## src/rtl/panel_controller.sv

```systemverilog
// -----------------------------------------------------------------------------
// panel_controller
//
// Front-panel controller. Raw buttons are synchronised, debounced and turned
// into single-cycle press pulses. The presses drive three things:
//   * register load strobes (write / clear of the C, SELECT and START regs),
//   * a run FSM (IDLE/RUN) that issues do_start / do_clear_pulse to the pulse
//     unit and optionally auto-continues after each instruction,
//   * a memory FSM (MIDLE/MREAD/MWRITE) that drives a manual memory port.
//
// Ports
//   clk, reset                 single clock, synchronous active-high reset
//   btn_*                      raw asynchronous push buttons
//   switch_*                   level switches (2-flop synchronised inside)
//   input_reg_c_value          31-bit panel word (bit 30 = sign)
//   input_reg_select_value     12-bit panel address
//   input_reg_start_value      12-bit panel address
//   reg_start_value            live program counter
//   instruction_finish         end-of-instruction pulse from the pulse unit
//   mem_finish                 memory completion pulse
//   do_start, do_clear_pulse   one-cycle commands to the pulse unit
//   do_arr_reg_*, arr_reg_*_data  register load strobes and load data
//   mem_read_enable, mem_write_enable, mem_addr, mem_write_data  memory port
//   running, panel_mem_active  status
// -----------------------------------------------------------------------------
module panel_controller #(
   parameter int DEBOUNCE_CYCLES = 16
) (
   input  logic        clk,
   input  logic        reset,
   input  logic        btn_machine_start,
   input  logic        btn_clear_pulse,
   input  logic        btn_do_read_mem,
   input  logic        btn_do_write_mem,
   input  logic        btn_write_reg,
   input  logic        btn_clear_reg_c,
   input  logic        btn_clear_reg_select,
   input  logic        btn_clear_reg_start,
   input  logic        switch_auto_enable,
   input  logic        switch_stop_at_enable,
   input  logic        switch_select_or_start,
   input  logic        switch_arr_reg_c,
   input  logic        switch_arr_reg_select,
   input  logic        switch_arr_reg_start,
   input  logic [30:0] input_reg_c_value,
   input  logic [11:0] input_reg_select_value,
   input  logic [11:0] input_reg_start_value,
   input  logic [11:0] reg_start_value,
   input  logic        instruction_finish,
   input  logic        mem_finish,
   output logic        do_start,
   output logic        do_clear_pulse,
   output logic        do_arr_reg_c,
   output logic        do_arr_reg_select,
   output logic        do_arr_reg_start,
   output logic [30:0] arr_reg_c_data,
   output logic [11:0] arr_reg_select_data,
   output logic [11:0] arr_reg_start_data,
   output logic        mem_read_enable,
   output logic        mem_write_enable,
   output logic [11:0] mem_addr,
   output logic [30:0] mem_write_data,
   output logic        running,
   output logic        panel_mem_active
);

   localparam int NB = 8;
   localparam int CW = $clog2(DEBOUNCE_CYCLES + 1);
   localparam logic [CW-1:0] CNT_LAST = CW'(DEBOUNCE_CYCLES - 1);

   // Button bit positions inside the button vectors
   localparam int B_START     = 0;
   localparam int B_CLR_PULSE = 1;
   localparam int B_READ      = 2;
   localparam int B_WRITE     = 3;
   localparam int B_WRITE_REG = 4;
   localparam int B_CLR_C     = 5;
   localparam int B_CLR_SEL   = 6;
   localparam int B_CLR_ST    = 7;

   // -------------------------------------------------------------------------
   // Button synchronisers, debounce and press detection
   // -------------------------------------------------------------------------
   logic [NB-1:0] btn_raw;
   logic [NB-1:0] bsync1_q, bsync2_q;
   logic [NB-1:0] level_q, level_d;
   logic [NB-1:0] level_dly_q;
   logic [NB-1:0] press_q, press_d;
   logic [CW-1:0] cnt_q [NB];
   logic [CW-1:0] cnt_d [NB];

   assign btn_raw = {btn_clear_reg_start, btn_clear_reg_select, btn_clear_reg_c,
                     btn_write_reg, btn_do_write_mem, btn_do_read_mem,
                     btn_clear_pulse, btn_machine_start};

   // The counter only runs while the synchronised sample disagrees with the
   // accepted level; a sample that agrees again restarts it from zero. The
   // level flips on the DEBOUNCE_CYCLES-th consecutive disagreeing sample.
   always_comb begin
      for (int i = 0; i < NB; i++) begin
         level_d[i] = level_q[i];
         cnt_d[i]   = '0;
         if (bsync2_q[i] != level_q[i]) begin
            if (cnt_q[i] == CNT_LAST) begin
               level_d[i] = bsync2_q[i];
            end else begin
               cnt_d[i] = cnt_q[i] + CW'(1);
            end
         end
      end
      // Rising edge of the accepted level, one cycle after it flips
      press_d = level_q & ~level_dly_q;
   end

   always_ff @(posedge clk) begin
      if (reset) begin
         bsync1_q    <= '0;
         bsync2_q    <= '0;
         level_q     <= '0;
         level_dly_q <= '0;
         press_q     <= '0;
         for (int i = 0; i < NB; i++) begin
            cnt_q[i] <= '0;
         end
      end else begin
         bsync1_q    <= btn_raw;
         bsync2_q    <= bsync1_q;
         level_q     <= level_d;
         level_dly_q <= level_q;
         press_q     <= press_d;
         for (int i = 0; i < NB; i++) begin
            cnt_q[i] <= cnt_d[i];
         end
      end
   end

   // -------------------------------------------------------------------------
   // Switch synchronisers
   // -------------------------------------------------------------------------
   logic [5:0] ssync1_q, ssync2_q;
   logic       sw_auto, sw_stop_at, sw_sel_or_start, sw_arr_c, sw_arr_sel, sw_arr_st;

   always_ff @(posedge clk) begin
      if (reset) begin
         ssync1_q <= '0;
         ssync2_q <= '0;
      end else begin
         ssync1_q <= {switch_arr_reg_start, switch_arr_reg_select, switch_arr_reg_c,
                      switch_select_or_start, switch_stop_at_enable, switch_auto_enable};
         ssync2_q <= ssync1_q;
      end
   end

   assign sw_auto         = ssync2_q[0];
   assign sw_stop_at      = ssync2_q[1];
   assign sw_sel_or_start = ssync2_q[2];
   assign sw_arr_c        = ssync2_q[3];
   assign sw_arr_sel      = ssync2_q[4];
   assign sw_arr_st       = ssync2_q[5];

   // -------------------------------------------------------------------------
   // Register load strobes. They are registered from press_d so that they are
   // visible in the same cycle as the press pulse itself. A clear forces the
   // strobe with zero data and overrides a simultaneous write.
   // -------------------------------------------------------------------------
   logic        arr_c_stb_q,   arr_c_stb_d;
   logic        arr_sel_stb_q, arr_sel_stb_d;
   logic        arr_st_stb_q,  arr_st_stb_d;
   logic [30:0] arr_c_dat_q,   arr_c_dat_d;
   logic [11:0] arr_sel_dat_q, arr_sel_dat_d;
   logic [11:0] arr_st_dat_q,  arr_st_dat_d;

   always_comb begin
      arr_c_stb_d   = press_d[B_CLR_C]   | (press_d[B_WRITE_REG] & sw_arr_c);
      arr_sel_stb_d = press_d[B_CLR_SEL] | (press_d[B_WRITE_REG] & sw_arr_sel);
      arr_st_stb_d  = press_d[B_CLR_ST]  | (press_d[B_WRITE_REG] & sw_arr_st);

      arr_c_dat_d   = '0;
      arr_sel_dat_d = '0;
      arr_st_dat_d  = '0;
      if (arr_c_stb_d && !press_d[B_CLR_C]) begin
         arr_c_dat_d = input_reg_c_value;
      end
      if (arr_sel_stb_d && !press_d[B_CLR_SEL]) begin
         arr_sel_dat_d = input_reg_select_value;
      end
      if (arr_st_stb_d && !press_d[B_CLR_ST]) begin
         arr_st_dat_d = input_reg_start_value;
      end
   end

   always_ff @(posedge clk) begin
      if (reset) begin
         arr_c_stb_q   <= 1'b0;
         arr_sel_stb_q <= 1'b0;
         arr_st_stb_q  <= 1'b0;
         arr_c_dat_q   <= '0;
         arr_sel_dat_q <= '0;
         arr_st_dat_q  <= '0;
      end else begin
         arr_c_stb_q   <= arr_c_stb_d;
         arr_sel_stb_q <= arr_sel_stb_d;
         arr_st_stb_q  <= arr_st_stb_d;
         arr_c_dat_q   <= arr_c_dat_d;
         arr_sel_dat_q <= arr_sel_dat_d;
         arr_st_dat_q  <= arr_st_dat_d;
      end
   end

   // -------------------------------------------------------------------------
   // Run FSM
   // -------------------------------------------------------------------------
   typedef enum logic {R_IDLE, R_RUN} run_state_t;
   typedef enum logic [1:0] {M_IDLE, M_READ, M_WRITE} mem_state_t;

   run_state_t  run_state_q;
   mem_state_t  mem_state_q;
   logic        do_start_q, do_clear_pulse_q;
   logic        mem_accept, start_ok, auto_continue;

   // A memory press accepted in the same cycle as a start press takes the
   // panel; the start is then treated as arriving while memory is busy.
   assign mem_accept    = (press_q[B_READ] | press_q[B_WRITE]) &
                          (mem_state_q == M_IDLE) & (run_state_q == R_IDLE);
   assign start_ok      = press_q[B_START] & (mem_state_q == M_IDLE) & ~mem_accept;
   assign auto_continue = sw_auto & ~(sw_stop_at & (reg_start_value == input_reg_start_value));

   always_ff @(posedge clk) begin
      if (reset) begin
         run_state_q      <= R_IDLE;
         do_start_q       <= 1'b0;
         do_clear_pulse_q <= 1'b0;
      end else begin
         do_start_q       <= 1'b0;
         do_clear_pulse_q <= 1'b0;
         if (press_q[B_CLR_PULSE]) begin
            // Clear overrides everything, including a coincident finish
            do_clear_pulse_q <= 1'b1;
            run_state_q      <= R_IDLE;
         end else begin
            case (run_state_q)
               R_IDLE: begin
                  if (start_ok) begin
                     do_start_q  <= 1'b1;
                     run_state_q <= R_RUN;
                  end
               end
               R_RUN: begin
                  if (instruction_finish) begin
                     if (auto_continue) begin
                        do_start_q <= 1'b1;
                     end else begin
                        run_state_q <= R_IDLE;
                     end
                  end
               end
               default: run_state_q <= R_IDLE;
            endcase
         end
      end
   end

   // -------------------------------------------------------------------------
   // Memory FSM. Address and write data are only loaded on acceptance, so they
   // stay frozen for the whole transfer.
   // -------------------------------------------------------------------------
   logic        mem_rd_q, mem_wr_q;
   logic [11:0] mem_addr_q;
   logic [30:0] mem_wdata_q;

   always_ff @(posedge clk) begin
      if (reset) begin
         mem_state_q <= M_IDLE;
         mem_rd_q    <= 1'b0;
         mem_wr_q    <= 1'b0;
         mem_addr_q  <= '0;
         mem_wdata_q <= '0;
      end else begin
         case (mem_state_q)
            M_IDLE: begin
               if (mem_accept) begin
                  mem_addr_q <= sw_sel_or_start ? input_reg_select_value : input_reg_start_value;
                  // Read wins over a coincident write
                  if (press_q[B_READ]) begin
                     mem_state_q <= M_READ;
                     mem_rd_q    <= 1'b1;
                  end else begin
                     mem_state_q <= M_WRITE;
                     mem_wr_q    <= 1'b1;
                     mem_wdata_q <= input_reg_c_value;
                  end
               end
            end
            M_READ: begin
               if (mem_finish) begin
                  mem_state_q <= M_IDLE;
                  mem_rd_q    <= 1'b0;
               end
            end
            M_WRITE: begin
               if (mem_finish) begin
                  mem_state_q <= M_IDLE;
                  mem_wr_q    <= 1'b0;
               end
            end
            default: begin
               mem_state_q <= M_IDLE;
               mem_rd_q    <= 1'b0;
               mem_wr_q    <= 1'b0;
            end
         endcase
      end
   end

   // -------------------------------------------------------------------------
   // Outputs
   // -------------------------------------------------------------------------
   assign do_start            = do_start_q;
   assign do_clear_pulse      = do_clear_pulse_q;
   assign do_arr_reg_c        = arr_c_stb_q;
   assign do_arr_reg_select   = arr_sel_stb_q;
   assign do_arr_reg_start    = arr_st_stb_q;
   assign arr_reg_c_data      = arr_c_dat_q;
   assign arr_reg_select_data = arr_sel_dat_q;
   assign arr_reg_start_data  = arr_st_dat_q;
   assign mem_read_enable     = mem_rd_q;
   assign mem_write_enable    = mem_wr_q;
   assign mem_addr            = mem_addr_q;
   assign mem_write_data      = mem_wdata_q;
   assign running             = (run_state_q == R_RUN);
   assign panel_mem_active    = (mem_state_q != M_IDLE);

endmodule

```

## config.mk

```make
export PLATFORM = sky130hd
export DESIGN_NAME = panel_controller
export DESIGN_NICKNAME = d
export VERILOG_FILES = /design/src/rtl/panel_controller.sv
export SDC_FILE = /design/constraint.sdc
export NUM_CORES = 1
export LEC_CHECK = 0
export ABC_AREA = 0
export CAP_MARGIN = 20
export CORE_UTILIZATION = 40
export DETAILED_ROUTE_END_ITERATION = 6
export GPL_TIMING_DRIVEN = 0
export MAX_ROUTING_LAYER = met4
export PLACE_DENSITY = 0.74
export SKIP_LAST_GASP = 1
export SLEW_MARGIN = 5
export SYNTH_ARGS = -nofsm -noshare
export SYNTH_HDL_FRONTEND = slang
export SYNTH_SLANG_ARGS = --single-unit
export TNS_END_PERCENT = 1
```

## constraint.sdc

```tcl
create_clock -name clk -period 2.8 [get_ports clk]
set_input_delay 0.28 -clock clk [delete_from_list [all_inputs] [get_ports clk]]
set_output_delay 0.28 -clock clk [all_outputs]
set_load 0.03 [all_outputs]
```

==> Flow_metrics.wiki, run 1 <==
{| class="wikitable"
! Metric !! Value
|-
| First-pass GRT wire length || 23800 um
|-
| Total number of vias || 4916
|-
| Number of global-route vias before repair || 4811
|-
| Delay contributed by the slowest stage of the critical path || 0.72 ns
|-
| Library cell contributing the largest single delay on the critical path || clkdlybuf4s50_1
|-
| Total half-perimeter wirelength after legalization and detailed placement || 11000 um
|-
| Highest ir drop seen on vdd || 0.000420 V
|-
| Power per Cell Area || 560 nW/um^2
|-
| Hold buffer count at CTS || 0
|-
| Commonest register cell after synthesis || dfxtp_1
|-
| Final global-route overflow total || 0
|-
| FF-to-FF End || mem_write_data[8]
|-
| H-tree depth reported by CTS || 4
|-
| Average cell area after synthesis || 10.5 sq um
|-
| Number of iterations in the first detailed-routing pass || 4
|-
| Initial antenna violation count || 0
|-
| Die extent in x || 133 um
|-
| ANT nets after route || 0
|-
| Path type of the worst min-delay path || reg2reg
|-
| Initial detailed-routing violation count || 170
|-
| Cell with the most instances after synthesis || dfxtp_1
|-
| DRC violations left || 0
|-
| Top-Level Pins || 192
|-
| Largest net degree at the start of global routing || 19
|-
| Cell depth of the worst flop-to-flop path || 7
|-
| Slew HR || 50.1%
|-
| Height of the die || 133 um
|-
| Number of max-cap violations || 0
|-
| Endpoint class of the critical path || primary output
|-
| Number of buffers created by CTS || 17
|-
| Initial Utilization || 41.1%
|-
| Worst endpoint required time || 2.52 ns
|-
| Longest Clk Path Bufs || 2
|-
| Status || completed
|-
| Number of endpoints with negative hold slack in the final report || 0
|-
| Actual transition at the worst max-transition pin || 0.749 ns
|-
| Syn-to-layout area delta || 40.3%
|-
| Clock sink count || 196
|-
| Number of nets produced by synthesis || 756
|-
| Synth async-reset ratio || 0%
|-
| Gr usage total || 17.7%
|-
| Number of standard cells after synthesis || 652
|-
| Post-DR wirelength/cell || 13.3 um
|-
| Total negative slack for setup checks || 0 ns
|-
| Clock skew after layout || 0.0118 ns
|-
| Worst-path maximum fanout || 5
|-
| Fmax achieved || 438 MHz
|-
| Reg2Reg Setup Slack || 1.02 ns
|-
| Sequential share of the synthesized area || 57.1%
|-
| Final Routed Wirelength || 14600 um
|-
| Ranking of synthesized cells by area || dfxtp_1 (57%), and2_1 (5.0%), nor2b_1 (4.1%)
|-
| Total standard cell area after synthesis || 6870 sq um
|-
| Average vias per placed instance || 4.49
|-
| Number of warning messages in the yosys log || 0
|-
| Final Max Tran Viols || 0
|-
| Clock root buffer || clkbuf_16
|-
| Largest area contributor in the netlist || dfxtp_1
|-
| Final critical-path share of the clock period || 81.6%
|-
| Layout Utilization || 57.7%
|-
| Area of the placeable core || 16700 sq um
|-
| Final setup fails || 0
|-
| Start of the worst register-to-register path || mem_state_q[0]
|-
| Antenna cells || 0
|-
| Die ar. || 17700 sq um
|-
| Port-buffer cells || 191
|-
| Clock tree from TritonCTS || yes
|-
| Final weighted congestion of routability-driven global placement || 0.821
|-
| Category of the most critical setup path || reg2out
|-
| Minimum clock period after layout || 2.28 ns
|-
| Count of instances resized after the clock tree is built || 0
|-
| Number of flops mapped to enable cells by yosys || 0
|-
| Post-layout nets || 966
|-
| Clock latency of the later-clocked register in the worst-skew pair || 0.43 ns
|-
| Post-synthesis register bit count || 196
|-
| WHS Path Cells || 1
|-
| Clock-pin transition on the worst setup and hold timing paths || 0.07 ns
|-
| Leakage power total || 0.00352 uW
|-
| Cell breakdown of the critical path || inv_1 -> ha_1 -> inv_2 -> clkdlybuf4s50_1
|-
| Data arrival, critical path || 2.00 ns
|-
| Cell variety after synth || 42
|-
| Min-Delay Endpoint || press_q[2]
|-
| Post-CTS Setup Bufs || 0
|-
| Proportion of netlist area held by the largest area contributor || 57.1%
|-
| Origin of the worst min-delay path || level_dly_q[2]
|-
| Ranking of synthesized cells by instance count || dfxtp_1 (196), nand2_1 (65), nor2_1 (64)
|-
| Fraction of final layout cells sized beyond drive strength 1 || 9.94%
|-
| Standard-cell row count || 47
|-
| Unrepaired setup endpoints after global routing || false
|-
| Launching element type of the critical path || register
|}
-- sequential cells by signal (all words and copies together) (netlist names) --
name,flops
press_q,4
mem_write_enable,1
ssync2_q,6
running,1
arr_reg_select_data,12
bsync1_q,8
level_q,8
mem_state_q,2
do_arr_reg_c,1
cnt_q,40
do_start,1
do_clear_pulse,1
mem_read_enable,1
ssync1_q,6
mem_write_data,31
do_arr_reg_start,1
bsync2_q,8
arr_reg_c_data,31
level_dly_q,8
arr_reg_start_data,12
mem_addr,12
do_arr_reg_select,1
-- stage by stage --
stage / instance area [sq um] / hold WS (ns) / setup WS (ns) / total power, uW / instances
after CTS: 9640 / 0.383 / 0.489 / 5470 / 1095
after global routing: 9640 / 0.386 / 0.428 / 5600 / 1095
after detailed placement: 9060 / 0.372 / 0.668 / 3120 / 1063
after floorplan: 6870 / 0.367 / 1.25 / 2960 / 652
final: 9640 / 0.382 / 0.516 / 5400 / 1095
after global placement: 9060 / 0.372 / 0.665 / 3120 / 1063
-- worst max-delay path, delay by kind of cell (launching register included) --
family     cells  cell delay (ns)
buf+inv        3             0.96
flops          1             0.36
fa+ha+maj      1             0.26
-- where the power goes --
part / internal, uW / total, uW / switching (uW)
Sequential: 2810 / 2820 / 9.49
Clock: 1250 / 2340 / 1100
Combinational: 148 / 239 / 91.1
-- placed cells by master, fill, tap and decap left out, types with 5 or more instances in the layout --
| cell | n |
|---|---|
| a21oi_2 | 21 |
| clkbuf_8 | 5 |
| xnor2_1 | 28 |
| a211oi_1 | 5 |
| and3_1 | 8 |
| nor2_1 | 64 |
| inv_8 | 5 |
| a211oi_2 | 8 |
| ha_1 | 19 |
| or3_1 | 9 |
| clkbuf_1 | 9 |
| xor2_1 | 8 |
| nand2_1 | 65 |
| buf_6 | 7 |
| nor2b_1 | 45 |
| and2_1 | 55 |
| clkbuf_16 | 17 |
| inv_1 | 22 |
| clkdlybuf4s50_1 | 191 |
| nand3_1 | 10 |
| a21oi_1 | 16 |
| mux2i_1 | 20 |
| dfxtp_1 | 196 |
-- cell families after synthesis --
| logic type | share of synthesized area (%) |
|---|---|
| flip-flops | 57.1 |
| adder cells (fa/ha/maj) | 3.46 |
| XOR/XNOR | 4.59 |
| buffers and inverters | 3.95 |
| AO/OA/AOI/OAI | 6.72 |
| AND/OR/NAND/NOR | 21.2 |
| multiplexers | 2.91 |
-- per-layer routing --
metal  track usage [%]  share of wire, %
met1              20.5                44
met2              29.7                48
met3              4.29               6.1
met4              6.39               1.6
met5                 -                 0
-- worst max path at each step --
stage | slack [ns] | to | startpoint
detailed placement | 0.67 | arr_reg_select_data[2] | reset
CTS | 0.49 | panel_mem_active | mem_state_q[0]
global route | 0.43 | panel_mem_active | mem_state_q[0]
floorplan | 1.25 | mem_write_data[1] | mem_state_q[0]
global placement | 0.67 | arr_reg_select_data[9] | reset
finish | 0.52 | panel_mem_active | mem_state_q[0]
-- area by class of cell --
class,instances,area [sq um]
Clock inverter,12,113
Clock buffer,20,467
Sequential cell,196,3920
Fill cell,1456,7070
Tap cell,220,275
Buffer,25,185
Multi-Input combinational cell,408,2670
Inverter,23,86.3
Timing Repair Buffer,191,1910
(Power assumes the default switching activity.)
==> inputs of run 2 (changes only) <==
==> constraint.sdc (replaced) <==
create_clock -name clk -period 2.2 [get_ports clk]
set_input_delay 0.22 -clock clk [delete_from_list [all_inputs] [get_ports clk]]
set_output_delay 0.22 -clock clk [all_outputs]
set_load 0.03 [all_outputs]
==> run 2 against run 1 <==
Compared with the run above:
- sequential share of layout area is essentially flat
- via count is the same
- cell count is the same
- register-to-register slack lost 0.60 ns
- non-clock buffer count is the same
- critical path type unchanged
==> Flow_metrics.wiki, run 2 (synthesis results as in run 1) <==
{| class="wikitable"
! Metric !! Value
|-
| Buffering stage count on the worst path with inverters included || 1 (-2)
|-
| Most frequent standard cell in the layout excluding fill and tap cells || dfxtp_1
|-
| Switch share || 22.2% (about the same)
|-
| Layout Utilization || 57.7% (about the same)
|-
| Final weighted congestion of routability-driven global placement || 0.821 (unchanged)
|-
| H-tree depth reported by CTS || 4 (unchanged)
|-
| Gate family responsible for the most delay along the worst path || buffers and inverters
|-
| Initial detailed-routing violation count || 170 (unchanged)
|-
| Unrepaired setup endpoints after global routing || false
|-
| Final Total Pwr || 6870 uW (+27%)
|-
| Die extent in x || 133 um (unchanged)
|-
| Initial antenna violation count || 0 (unchanged)
|-
| Clock sink count || 196 (unchanged)
|-
| Register ranked first by flip-flop count || cnt_q
|-
| Fmax achieved || 496 MHz
|-
| ANT nets after route || 0 (unchanged)
|-
| Number of max-cap violations || 0 (unchanged)
|-
| Path type of the worst min-delay path || in2reg
|-
| Flip-flop count of the largest register, all copies and words added || 40 (unchanged)
|-
| Final hold slack || 0.340 ns (-0.0413 ns)
|-
| Cell breakdown of the critical path || clkdlybuf4s50_1
|-
| Largest net degree at the start of global routing || 19 (unchanged)
|-
| Syn-to-layout area delta || 40.3% (about the same)
|-
| Die ar. || 17700 sq um (unchanged)
|-
| Top-Level Pins || 192 (unchanged)
|-
| Post-layout nets || 966 (unchanged)
|-
| Final Routed Wirelength || 14600 um (about the same)
|-
| Data arrival, critical path || 1.80 ns (-0.20 ns)
|-
| Clock-pin transition on the worst setup and hold timing paths || 0.07 ns (about the same)
|-
| First-pass GRT wire length || 23800 um (unchanged)
|-
| Library cell contributing the largest single delay on the critical path || clkdlybuf4s50_1
|-
| Hold buffer count at CTS || 0 (unchanged)
|-
| Slew HR || 50.1% (unchanged)
|-
| DRC violations left || 0 (unchanged)
|-
| Standard-cell row count || 47 (unchanged)
|-
| Status || completed
|-
| Total number of vias || 4916 (unchanged)
|-
| Final global-route overflow total || 0 (unchanged)
|-
| Gr usage total || 17.7% (unchanged)
|-
| Number of global-route vias before repair || 4811 (unchanged)
|-
| Minimum clock period after layout || 2.02 ns
|-
| Commonest cells after routing, fill and taps aside || dfxtp_1 (196), clkdlybuf4s50_1 (190), nand2_1 (65), nor2_1 (64), and2_1 (55)
|-
| Height of the die || 133 um (unchanged)
|-
| Worst endpoint required time || 1.98 ns (-0.54 ns)
|-
| Total negative slack for setup checks || 0 ns (unchanged)
|-
| Port-buffer cells || 191 (unchanged)
|-
| Number of endpoints with negative hold slack in the final report || 0 (unchanged)
|-
| Final setup fails || 0 (unchanged)
|-
| Clock root buffer || clkbuf_16
|-
| Longest Clk Path Bufs || 2 (unchanged)
|-
| Part of the power in the clock network || 43.4% (about the same)
|-
| Cell internal power dissipation || 5350 uW (+27%)
|-
| Average vias per placed instance || 4.49 (unchanged)
|-
| Clock tree from TritonCTS || yes
|-
| Sequential Power Share || 52.2% (about the same)
|-
| Leakage power total || 0.00352 uW (+0.14%)
|-
| Initial Utilization || 41.1% (unchanged)
|-
| Number of buffers created by CTS || 17 (unchanged)
|-
| Area of the placeable core || 16700 sq um (unchanged)
|-
| Total half-perimeter wirelength after legalization and detailed placement || 11000 um (unchanged)
|-
| Highest ir drop seen on vdd || 0.000535 V (+27%)
|-
| Post-CTS Setup Bufs || 0 (unchanged)
|-
| Switching power of the nets || 1520 uW (+27%)
|-
| Antenna cells || 0 (unchanged)
|-
| Number of iterations in the first detailed-routing pass || 4 (unchanged)
|-
| Launching element type of the critical path || register
|-
| Power per Cell Area || 713 nW/um^2 (+27%)
|-
| Worst-path maximum fanout || 8 (+3)
|-
| Final Max Tran Viols || 0 (unchanged)
|-
| Category of the most critical setup path || reg2out
|-
| Clock latency of the later-clocked register in the worst-skew pair || 0.43 ns (about the same)
|-
| Endpoint class of the critical path || primary output
|-
| Fraction of final layout cells sized beyond drive strength 1 || 9.94% (unchanged)
|-
| Actual transition at the worst max-transition pin || 0.749 ns (unchanged)
|-
| Delay contributed by the slowest stage of the critical path || 0.79 ns (+0.07 ns)
|-
| Final critical-path share of the clock period || 91.7%
|-
| Clock skew after layout || 0.0118 ns (unchanged)
|-
| Post-DR wirelength/cell || 13.3 um (about the same)
|-
| Share of power burned in combinational logic || 4.4% (about the same)
|}
==> run 2: cell count changes in the layout (fill, tap and decap cells not counted) <==
cell / previous run / this run
clkdlybuf4s50_1: 191 / 190
dlygate4sd2_1: 0 / 1
==> run 2: per-stage QoR <==
step / area [sq um] / std cells / setup WS [ns]
5_1_grt: 9630 / 1095 / 0.130
3_5_place_dp: 9060 / 1063 / 0.128
3_3_place_gp: 9060 / 1063 / 0.125
6_report: 9630 / 1095 / 0.183
2_1_floorplan: 6870 / 652 / 0.650
4_1_cts: 9630 / 1095 / 0.158
==> run 2: power groups by stage <==
stage          logic, uW  clock network, uW  registers, uW
2_1_floorplan        106                  0           3670
3_3_place_gp         306                  0           3670
3_5_place_dp         305                  0           3670
4_1_cts              308               3070           3590
5_1_grt              330               3210           3590
6_report             304               2980           3590
==> run 2: area by class of cell <==
type                       instances  area, sq um
tap                              220          275
clock buffer                      20          467
clock inverter                    12          113
inverter                          23         86.3
fill                            1456         7070
buffer                            25          185
multi-input combinational        408         2670
timing repair buffer             191         1910
sequential                       196         3920
==> run 2: worst paths after layout <==
check                   startpoint                end  slack [ns]  cells after the start
hold / removal    switch_arr_reg_c        ssync1_q[3]        0.34                      2
setup reg to reg    mem_state_q[0]  mem_write_data[8]        0.42                      7
hold reg to reg     level_dly_q[2]         press_q[2]        0.38                      1
setup / recovery           running            running        0.18                      1
==> run 2: what timing repair did <==
action / in CTS / in global routing
gates resized for setup: 1 / 0
setup endpoints to repair: 1 / 0
endpoints found under the hold margin: 0 / 0
==> run 2: routing by layer <==
metal	global-route usage, %	up-vias	wire length, um
met3	4.29	21	894
met4	6.39	0	231
met5	-	-	0
met1	20.5	2222	6380
met2	29.7	144	7050
li1	-	2529	-
==> inputs of run 3 (changes only) <==
--- a/config.mk
+++ b/config.mk
@@ -9,7 +9,7 @@
 export CAP_MARGIN = 20
 export CORE_UTILIZATION = 40
 export DETAILED_ROUTE_END_ITERATION = 6
-export GPL_TIMING_DRIVEN = 0
+export GPL_TIMING_DRIVEN = 1
 export MAX_ROUTING_LAYER = met4
 export PLACE_DENSITY = 0.74
 export SKIP_LAST_GASP = 1
==> run 3 against run 2 <==
Compared with the run above:
- cell area decreased by 1.3%
- non-clock buffer count decreased by 17
- largest cell class unchanged
- clock skew about the same
- cell count decreased by 1.6%
- critical endpoint unchanged
- critical path type unchanged
==> Flow_metrics.wiki, run 3 (synthesis results as in run 1) <==
{| class="wikitable"
! Metric !! Value
|-
| Slew HR || 68.7% (+19 points)
|-
| Worst endpoint required time || 1.98 ns (about the same)
|-
| Data arrival, critical path || 1.81 ns (about the same)
|-
| Min-Delay Endpoint || mem_addr[3]
|-
| Reg2Reg Setup Slack || 0.46 ns (+0.04 ns)
|-
| Die extent in x || 133 um (unchanged)
|-
| Total half-perimeter wirelength after legalization and detailed placement || 10100 um (-8.2%)
|-
| Fraction of final layout cells sized beyond drive strength 1 || 9.44% (-0.50 points)
|-
| Final Routed Wirelength || 14000 um (-3.7%)
|-
| Status || completed
|-
| WHS Path Cells || 2 (unchanged)
|-
| Flip-flop count of the largest register, all copies and words added || 40 (unchanged)
|-
| Final weighted congestion of routability-driven global placement || 0.813 (-0.96%)
|-
| Number of global-route vias before repair || 4672 (-2.9%)
|-
| Number of iterations in the first detailed-routing pass || 4 (unchanged)
|-
| Slack of the critical path || 0.173 ns (-0.00939 ns)
|-
| Clock sink count || 196 (unchanged)
|-
| Standard-cell row count || 47 (unchanged)
|-
| H-tree depth reported by CTS || 4 (unchanged)
|-
| Multi-input combinational cell area || 2670 sq um (unchanged)
|-
| Total negative slack for setup checks || 0 ns (unchanged)
|-
| Leakage power total || 0.00344 uW (-2.2%)
|-
| Cell depth of the worst flop-to-flop path || 7 (unchanged)
|-
| Clock latency of the later-clocked register in the worst-skew pair || 0.43 ns (about the same)
|-
| Initial antenna violation count || 0 (unchanged)
|-
| Length of routed met3 wiring || 756 um (-15%)
|-
| Minimum clock period after layout || 2.03 ns (+0.00939 ns)
|-
| Category of the most critical setup path || reg2out
|-
| First-pass GRT wire length || 22800 um (-4.1%)
|-
| Average vias per placed instance || 4.50 (+0.32%)
|-
| Initial Utilization || 41.1% (unchanged)
|-
| FF-to-FF End || mem_state_q[1]
|-
| Detailed-route wire length on metal 1 || 6470 um (+1.4%)
|-
| Origin of the worst min-delay path || reset
|-
| Power per Cell Area || 723 nW/um^2 (+1.4%)
|-
| Highest ir drop seen on vdd || 0.000586 V (+9.5%)
|-
| Clock tree from TritonCTS || yes
|-
| Final global-route overflow total || 0 (unchanged)
|-
| ANT nets after route || 0 (unchanged)
|-
| Buffering stage count on the worst path with inverters included || 1 (unchanged)
|-
| Final critical-path share of the clock period || 92.1% (+0.43 points)
|-
| Longest Clk Path Bufs || 2 (unchanged)
|-
| Final hold slack || 0.101 ns (-0.239 ns)
|-
| Post-placement worst setup slack || 0.449 ns (+0.321 ns)
|-
| Post-layout nets || 949 (-1.8%)
|-
| Endpoint class of the critical path || primary output
|-
| Cell breakdown of the critical path || clkdlybuf4s50_1
|-
| Number of max-cap violations || 0 (unchanged)
|-
| Final Max Tran Viols || 0 (unchanged)
|-
| DRC violations left || 0 (unchanged)
|-
| Gate family responsible for the most delay along the worst path || buffers and inverters
|-
| Detail Route met2 WL || 6620 um (-6.0%)
|-
| Port-buffer cells || 191 (unchanged)
|-
| Die ar. || 17700 sq um (unchanged)
|-
| Sequential Area || 3920 sq um (unchanged)
|-
| Start of the worst register-to-register path || mem_state_q[0]
|-
| Initial detailed-routing violation count || 160 (-5.9%)
|-
| Fmax achieved || 493 MHz (-0.46%)
|-
| Largest net degree at the start of global routing || 90 (+71)
|-
| Highest routed metal layer || met4
|-
| Top-Level Pins || 192 (unchanged)
|-
| Launching element type of the critical path || register
|-
| Final Total Pwr || 6880 uW (+0.13%)
|-
| Cell area after layout || 9510 sq um (-1.3%)
|-
| Path type of the worst min-delay path || in2reg
|-
| Height of the die || 133 um (unchanged)
|-
| Register ranked first by flip-flop count || cnt_q
|-
| Area of the placeable core || 16700 sq um (unchanged)
|-
| Placement Cell Area || 8940 sq um (-1.3%)
|-
| Final setup fails || 0 (unchanged)
|-
| Gr usage total || 17.0% (-0.67 points)
|-
| Syn-to-layout area delta || 38.5%
|-
| Delay contributed by the slowest stage of the critical path || 0.78 ns (about the same)
|-
| Number of endpoints with negative hold slack in the final report || 0 (unchanged)
|-
| Clock-pin transition on the worst setup and hold timing paths || 0.07 ns (about the same)
|-
| Total number of vias || 4855 (-1.2%)
|-
| Post-DR wirelength/cell || 13.0 um (-2.2%)
|-
| Number of buffers created by CTS || 17 (unchanged)
|-
| Most frequent standard cell in the layout excluding fill and tap cells || dfxtp_1
|-
| Commonest cells after routing, fill and taps aside || dfxtp_1 (196), clkdlybuf4s50_1 (189), nand2_1 (65), nor2_1 (64), and2_1 (55)
|-
| Total of fill cells in the finished design || 1460 (+0.27%)
|-
| Library cell contributing the largest single delay on the critical path || clkdlybuf4s50_1
|-
| Clock skew after layout || 0.0114 ns (-0.000423 ns)
|-
| Post-CTS Setup Bufs || 0 (unchanged)
|-
| Clock root buffer || clkbuf_16
|-
| Worst-path maximum fanout || 8 (unchanged)
|-
| Unrepaired setup endpoints after global routing || false
|-
| Actual transition at the worst max-transition pin || 0.470 ns (-0.279 ns)
|-
| Antenna cells || 0 (unchanged)
|}
run 3: cell count changes in the layout (fill, tap and decap cells not counted), moves of 2 or more:
cell,change
inv_6,+2
buf_4,+7
clkbuf_8,-5
inv_8,-2
clkbuf_2,-3
buf_2,-2
clkinv_4,-2
clkinvlp_4,+3
clkbuf_1,-9
buf_6,-7
run 3: final cells by class:
class	count	area share (%)
clock buffer	17	4.47
clock inverter	15	1.55
inverter	23	0.908
multi-input combinational	408	28.1
sequential	196	41.2
tap	220	2.89
timing repair buffer	199	20.8
run 3: timing repair:
item,CTS,global route
resized for setup,1,0
hold buffers,0,0
endpoints found under the setup margin,1,0
run 3: metrics by stage:
| stage | instances | utilization [%] |
|---|---|---|
| finish | 1078 | 57.0 |
| global route | 1078 | 57.0 |
| CTS | 1078 | 57.0 |
| detailed placement | 1046 | 53.5 |
| global placement | 1046 | 53.5 |
| floorplan | 652 | - |
run 3: layer usage:
| metal | up-vias | global-route usage [%] |
|---|---|---|
| li1 | 2495 | - |
| met1 | 2219 | 20.2 |
| met2 | 128 | 28.0 |
| met3 | 13 | 4.21 |
| met4 | 0 | 6.13 |
| met5 | - | - |
run 3: how the worst max path moves through the flow:
stage / startpoint / end / cells after the start / slack (ns)
after CTS: running / running / 1 / 0.15
final: running / running / 1 / 0.17
after global placement: mem_state_q[0] / panel_mem_active / 4 / 0.47
after global routing: running / running / 1 / 0.11
after detailed placement: mem_state_q[0] / panel_mem_active / 4 / 0.45
after floorplan: mem_state_q[0] / mem_write_data[1] / 7 / 0.65
run 3: where the power goes:
group	leakage, uW	switching, uW	internal [uW]
clock	0.000272	1410	1590
sequential	0.00158	11.5	3570
combinational	0.00159	111	182
total	0.00344	1530	5350
==> patch 1: new RTL, flow settings as in run 2 <==
`DEBOUNCE_CYCLES`: 16 -> 32.
--- a/src/rtl/panel_controller.sv
+++ b/src/rtl/panel_controller.sv
@@ -24,7 +24,7 @@
 //   running, panel_mem_active  status
 // -----------------------------------------------------------------------------
 module panel_controller #(
-   parameter int DEBOUNCE_CYCLES = 16
+   parameter int DEBOUNCE_CYCLES = 32
 ) (
    input  logic        clk,
    input  logic        reset,
Check against the original RTL: same outputs for any inputs over 10 cycles, from zero or initial values and one cycle with reset high; that may be too few to reach the edited logic, so the function may still have changed.
==> patch 1 against run 2 <==
Worst setup slack worse by 0.086 ns. Routed wire length grew 11%. Area after synthesis is 4.0% higher. Final area up 5.1%. Power rose by 15%. Largest cell class unchanged. Maximum frequency shrank 4.1%. Cell count is 5.9% higher. Sequential cell count rose by 8.
==> patch 1: results (changes against run 2) <==
stage	metric	value	unit	change
grt	grt_use_met2	30.6	%	was 29.7%
timing	fin_crit_sh	95.6	%	was 91.7%
yosys	yosys-top-cells-count	204 x dfxtp_1, 79 x nor2_1, 77 x nand2_1		was 196 x dfxtp_1, 65 x nand2_1, 64 x nor2_1
route	m1WireLength	6980	µm	was 6380 µm
placement	dp_hpwl	11700	µm	was 11,000 µm
grt	use_met1	20.8	%	was 20.5%
power_and_ir_drop	ir_drop	509	µV	was 535 µV
power_and_ir_drop	seq_cell_power	3.73	mW	was 3.59 mW
route	route.vias.total	5280		was 4,916
worst_hold_path	hold_path_startpoint	switch_auto_enable		was switch_arr_reg_c
grt	grt.met3_usage	3.59	%	was 4.29%
route	wl_met3	894	µm	unchanged
route	dr_wl_met2	7760	µm	was 7050 µm
grt	grt.total_usage	17.9	%	was 17.7%
route	wirelength	16100	µm	was 14,600 µm
status	status	finished, final reports clean		unchanged
final_layout	largest_register_ff_count	48		was 40
clock_tree	cts_buffers	22		was 17
final_layout	regMostFlops	cnt_q		unchanged
power_and_ir_drop	leakagePower	3.70	nW	was 3.52 nW
worst_hold_path	min_to	ssync1_q[0]		was ssync1_q[3]
worst_setup_path	reg2reg_slack	0.41	ns	
placement	gp_congestion	0.782		was 0.821
yosys	synth_seq_area_share	57.2	%	was 57.1%
grt	grt_pass1_wl	25400	µm	was 23,800 µm
route	drtIter0Drc	140		was 170
worst_setup_path	worst_path_largest_cell_delay	0.78	ns	
clock_tree	clock_latency	0.49	ns	was 0.43 ns
power_and_ir_drop	p_int	6.34	mW	was 5.35 mW
yosys	synth.distinct_cells	39		was 42
yosys	syn_nets	800		was 756
worst_setup_path	arrival	1.88	ns	was 1.80 ns
final_layout	nNetsFinal	1015		was 966
clock_tree	htree_levels	1		was 4
timing	skew	0.00926	ns	was 0.0118 ns
yosys	yosys-top-cells-area	dfxtp_1 57%, and2_1 4.8%, nor2_1 4.2%, nand2_1 4.0%, nor2b_1 3.9%		was dfxtp_1 57%, and2_1 5.0%, nor2b_1 4.1%, xnor2_1 3.6%, nand2_1 3.6%
grt	grt_pass1_vias	5138		was 4,811
clock_tree	ctsLongestPathBuffers	3		was 2
grt	grt_max_degree	15		was 19
final_layout	drive_gt1_share	8.13	%	was 9.94%
worst_setup_path	crit-reg2reg-capture	mem_write_data[9]		was mem_write_data[8]
worst_setup_path	crit_slowest_cell	clkdlybuf4s50_1		unchanged
placement	io_buffers	191		unchanged
power_and_ir_drop	pg_comb	0.312	mW	was 0.304 mW
timing	relSlewSlack	51.1	%	was 50.1%
power_and_ir_drop	p_sw_share	20.0	%	was 22.2%
## patch 1: cell types whose count changed in the layout (fill, tap and decap cells not counted), sizes merged, moves of 10 or more
cell,before,now
inv,29,15
nand2b,2,12
nand2,65,77
nor2,65,80
xor2,8,24
clkbuf,34,46
## patch 1: how the worst max path moves through the flow
stage	startpoint	to	slack, ns	depth (start not counted)
floorplan	mem_state_q[0]	mem_write_data[1]	0.65	7
global placement	reset	arr_reg_c_data[24]	0.13	6
detailed placement	reset	arr_reg_start_data[5]	0.15	6
CTS	running	running	0.06	1
global route	running	running	0.02	1
finish	running	running	0.1	1
## patch 1: per-stage QoR
stage | cell area (µm²) | setup slack, ns | cells | hold slack, ns
floorplan | 7140 | 0.654 | 704 | 0.342
CTS | 10100 | 0.0645 | 1160 | 0.264
finish | 10100 | 0.0967 | 1160 | 0.280
global placement | 9340 | 0.126 | 1120 | 0.370
global route | 10100 | 0.0190 | 1160 | 0.283
detailed placement | 9340 | 0.147 | 1120 | 0.372
## patch 1: cell families after synthesis
| family | count (synthesis) | share of synthesized area (%) |
|---|---|---|
| multiplexers | 20 | 2.80 |
| adder cells (fa/ha/maj) | 11 | 1.93 |
| XOR/XNOR | 52 | 6.38 |
| AO/OA/AOI/OAI | 60 | 5.29 |
| AND/OR/NAND/NOR | 317 | 22.9 |
| buffers and inverters | 40 | 3.57 |
| flip-flops | 204 | 57.2 |
## patch 1: cell type report
class                           instances  area (µm²)
Timing Repair Buffer                  191        1910
Clock buffer                           30         652
Multi-Input combinational cell        460        2800
Fill cell                            1478        7240
Inverter                               15        56.3
Buffer                                 25         199
Tap cell                              225         282
Clock inverter                         10         134
Sequential cell                       204        4080
## patch 1: what timing repair did
item                       CTS  global route
resized for setup            1             0
setup endpoints to repair    1             0
hold endpoints to repair     0             0
hold buffers                 0             0
==> patch 2: new RTL, flow settings as in run 2 <==
Made on the original files. Register the input `switch_arr_reg_c` before use, without a reset. The logic sees it one clock later. The other inputs are not delayed to match.
--- a/src/rtl/panel_controller.sv
+++ b/src/rtl/panel_controller.sv
@@ -78,6 +78,12 @@
    localparam int B_CLR_SEL   = 6;
    localparam int B_CLR_ST    = 7;
 
+   logic switch_arr_reg_c_q;
+
+   always_ff @(posedge clk) begin
+      switch_arr_reg_c_q <= switch_arr_reg_c;
+   end
+
    // -------------------------------------------------------------------------
    // Button synchronisers, debounce and press detection
    // -------------------------------------------------------------------------
@@ -145,7 +151,7 @@
          ssync1_q <= '0;
          ssync2_q <= '0;
       end else begin
-         ssync1_q <= {switch_arr_reg_start, switch_arr_reg_select, switch_arr_reg_c,
+         ssync1_q <= {switch_arr_reg_start, switch_arr_reg_select, switch_arr_reg_c_q,
                       switch_select_or_start, switch_stop_at_enable, switch_auto_enable};
          ssync2_q <= ssync1_q;
       end
Formal check against the unedited RTL: same outputs for any inputs over 10 cycles, from zero or initial values and one cycle with reset high; that may be too few to reach the edited logic, so the function may still have changed.
==> patch 2 against run 2 <==
Area after synthesis shrank 3.9%. Final area decreased by 3.1%. Sequential cell count up 1. First-iteration DRC count decreased by 15%. Largest cell class unchanged. Worst setup slack worse by 0.0094 ns. Via count increased by 1.1%. Critical endpoint is now panel_mem_active. Routed wire length is 5.5% higher. Power shrank 1.4%. Worst hold slack worse by 0.10 ns. Clock skew is 0.0046 ns lower. Synthesized cell count fell by 0.31%. Utilization grew 0.69 points.
==> patch 2: results (changes against run 2) <==
stage	metric	value	unit	change
final_layout	nNetsFinal	964		was 966
grt	grt_pass1_vias	4604		was 4,811
timing	tightest_slew	0.956	ns	was 0.749 ns
route	drtIter0Drc	144		was 170
final_layout	nFillCells	1430		was 1,456
final_layout	final_cells	1089		was 1,095
grt	grt_max_degree	18		was 19
grt	grt_pass1_wl	22900	µm	was 23,800 µm
route	first_pass_iters	4		unchanged
placement	gp_congestion	0.786		was 0.821
grt	antenna_found_initial	0		unchanged
final_layout	drive_gt1_share	4.24	%	was 9.94%
yosys	ys_warn_count	0		unchanged
grt	grt.total_usage	18.5	%	was 17.7%
final_layout	largest_register_ff_count	40		unchanged
worst_setup_path	arrival	1.81	ns	
route	route.vias.total	4969		was 4,916
yosys	syn_nets	754		was 756
status	status	finished, final reports clean		unchanged
final_layout	regMostFlops	cnt_q		unchanged
placement	pre_cts_ws	-0.260	ns	was 0.128 ns
route	wirelength	15400	µm	was 14,600 µm
final_layout	n_antenna_cell	0		unchanged
yosys	synth.distinct_cells	29		was 42
worst_setup_path	crit_path_max_fanout	5		was 8
yosys	yosys-top-cells-count	197 x dfxtp_1, 66 x nand2_1, 66 x nor2_1		was 196 x dfxtp_1, 65 x nand2_1, 64 x nor2_1
timing	skew	0.00729	ns	was 0.0118 ns
yosys	synth_seq_area_share	59.7	%	was 57.1%
clock_tree	path_clk_slew	0.07	ns	about the same
placement	dp_hpwl	11600	µm	was 11,000 µm
yosys	async_reset_ff_share	0	%	unchanged
power_and_ir_drop	leakagePower	3.41	nW	was 3.52 nW
clock_tree	clock_latency	0.43	ns	about the same
clock_tree	postCtsSetupBuffers	0		unchanged
yosys	syn_inst	650		was 652
clock_tree	htree_levels	4		unchanged
power_and_ir_drop	ir_drop	560	µV	was 535 µV
yosys	yosys.area.top_type	dfxtp_1		unchanged
worst_hold_path	hp-class	input port to flop		unchanged
yosys	yosys-top-cells-area	dfxtp_1 60%, and2_1 5.2%, nor2b_1 4.3%, nand2_1 3.8%, nor2_1 3.8%		was dfxtp_1 57%, and2_1 5.0%, nor2b_1 4.1%, xnor2_1 3.6%, nand2_1 3.6%
==> patch 2: worst max-delay path, cell delays in order (launching register included) <==
cell	delay, ns
dfxtp_1	0.36
inv_1	0.09
ha_1	0.25
inv_1	0.21
dlygate4sd2_1	0.47
==> patch 2: path summary, 6_finish.rpt <==
check | depth (start not counted) | end | start | slack (ns)
max | 4 | panel_mem_active | mem_state_q[0] | 0.17
min | 1 | switch_arr_reg_c_q | switch_arr_reg_c | 0.24
max reg2reg | 4 | arr_reg_c_data[29] | level_q[4] | 0.18
min reg2reg | 1 | press_q[1] | level_dly_q[1] | 0.38
==> patch 2: repair_timing <==
item	in CTS	in global routing
endpoints found under the setup margin	1	26
pin swaps	0	1
resized for setup	1	1
==> patch 2: kinds of logic (layout without fill, tap and decap cells) <==
group                    after synthesis  count (layout)  share of synthesized area, %
XOR/XNOR                              36              36                          4.78
flip-flops                           197             197                          59.7
AO/OA/AOI/OAI                         58              58                          5.14
buffers and inverters                 48             271                          2.81
multiplexers                          20              20                          3.03
AND/OR/NAND/NOR                      272             272                          20.9
adder cells (fa/ha/maj)               19              19                          3.60
==> patch 2: power breakdown <==
part | internal (mW) | switching [mW] | total [mW]
clock network | 1.52 | 1.35 | 2.87
logic | 0.182 | 0.109 | 0.292
registers | 3.59 | 0.0130 | 3.61
==> patch 2: per-stage QoR <==
stage	setup TNS, ns	instance area (µm²)
after floorplan	0	6600
after global placement	-5.55	8780
after detailed placement	-6.83	8780
after CTS	0	9330
after global routing	-0.141	9340
final	0	9340
==> patch 2: final cells by class <==
type                       instances  area (µm²)  share of cell area [%]
buffer                            25        98.8                    1.06
clock buffer                      20         457                    4.89
clock inverter                    12        92.6                   0.991
inverter                          23        86.3                   0.924
multi-input combinational        405        2480                    26.6
sequential                       197        3940                    42.2
tap                              216         270                    2.89
timing repair buffer             191        1910                    20.5
==> patch 2: metal layers <==
layer	vias up	global-route usage, %	wire (µm)	share of wire, %
li1	2522	-	-	-
met1	2272	19.8	6350	41
met2	148	31.6	7510	49
met3	27	5.78	1160	7.5
met4	0	8.05	339	2.2
met5	-	-	0	0
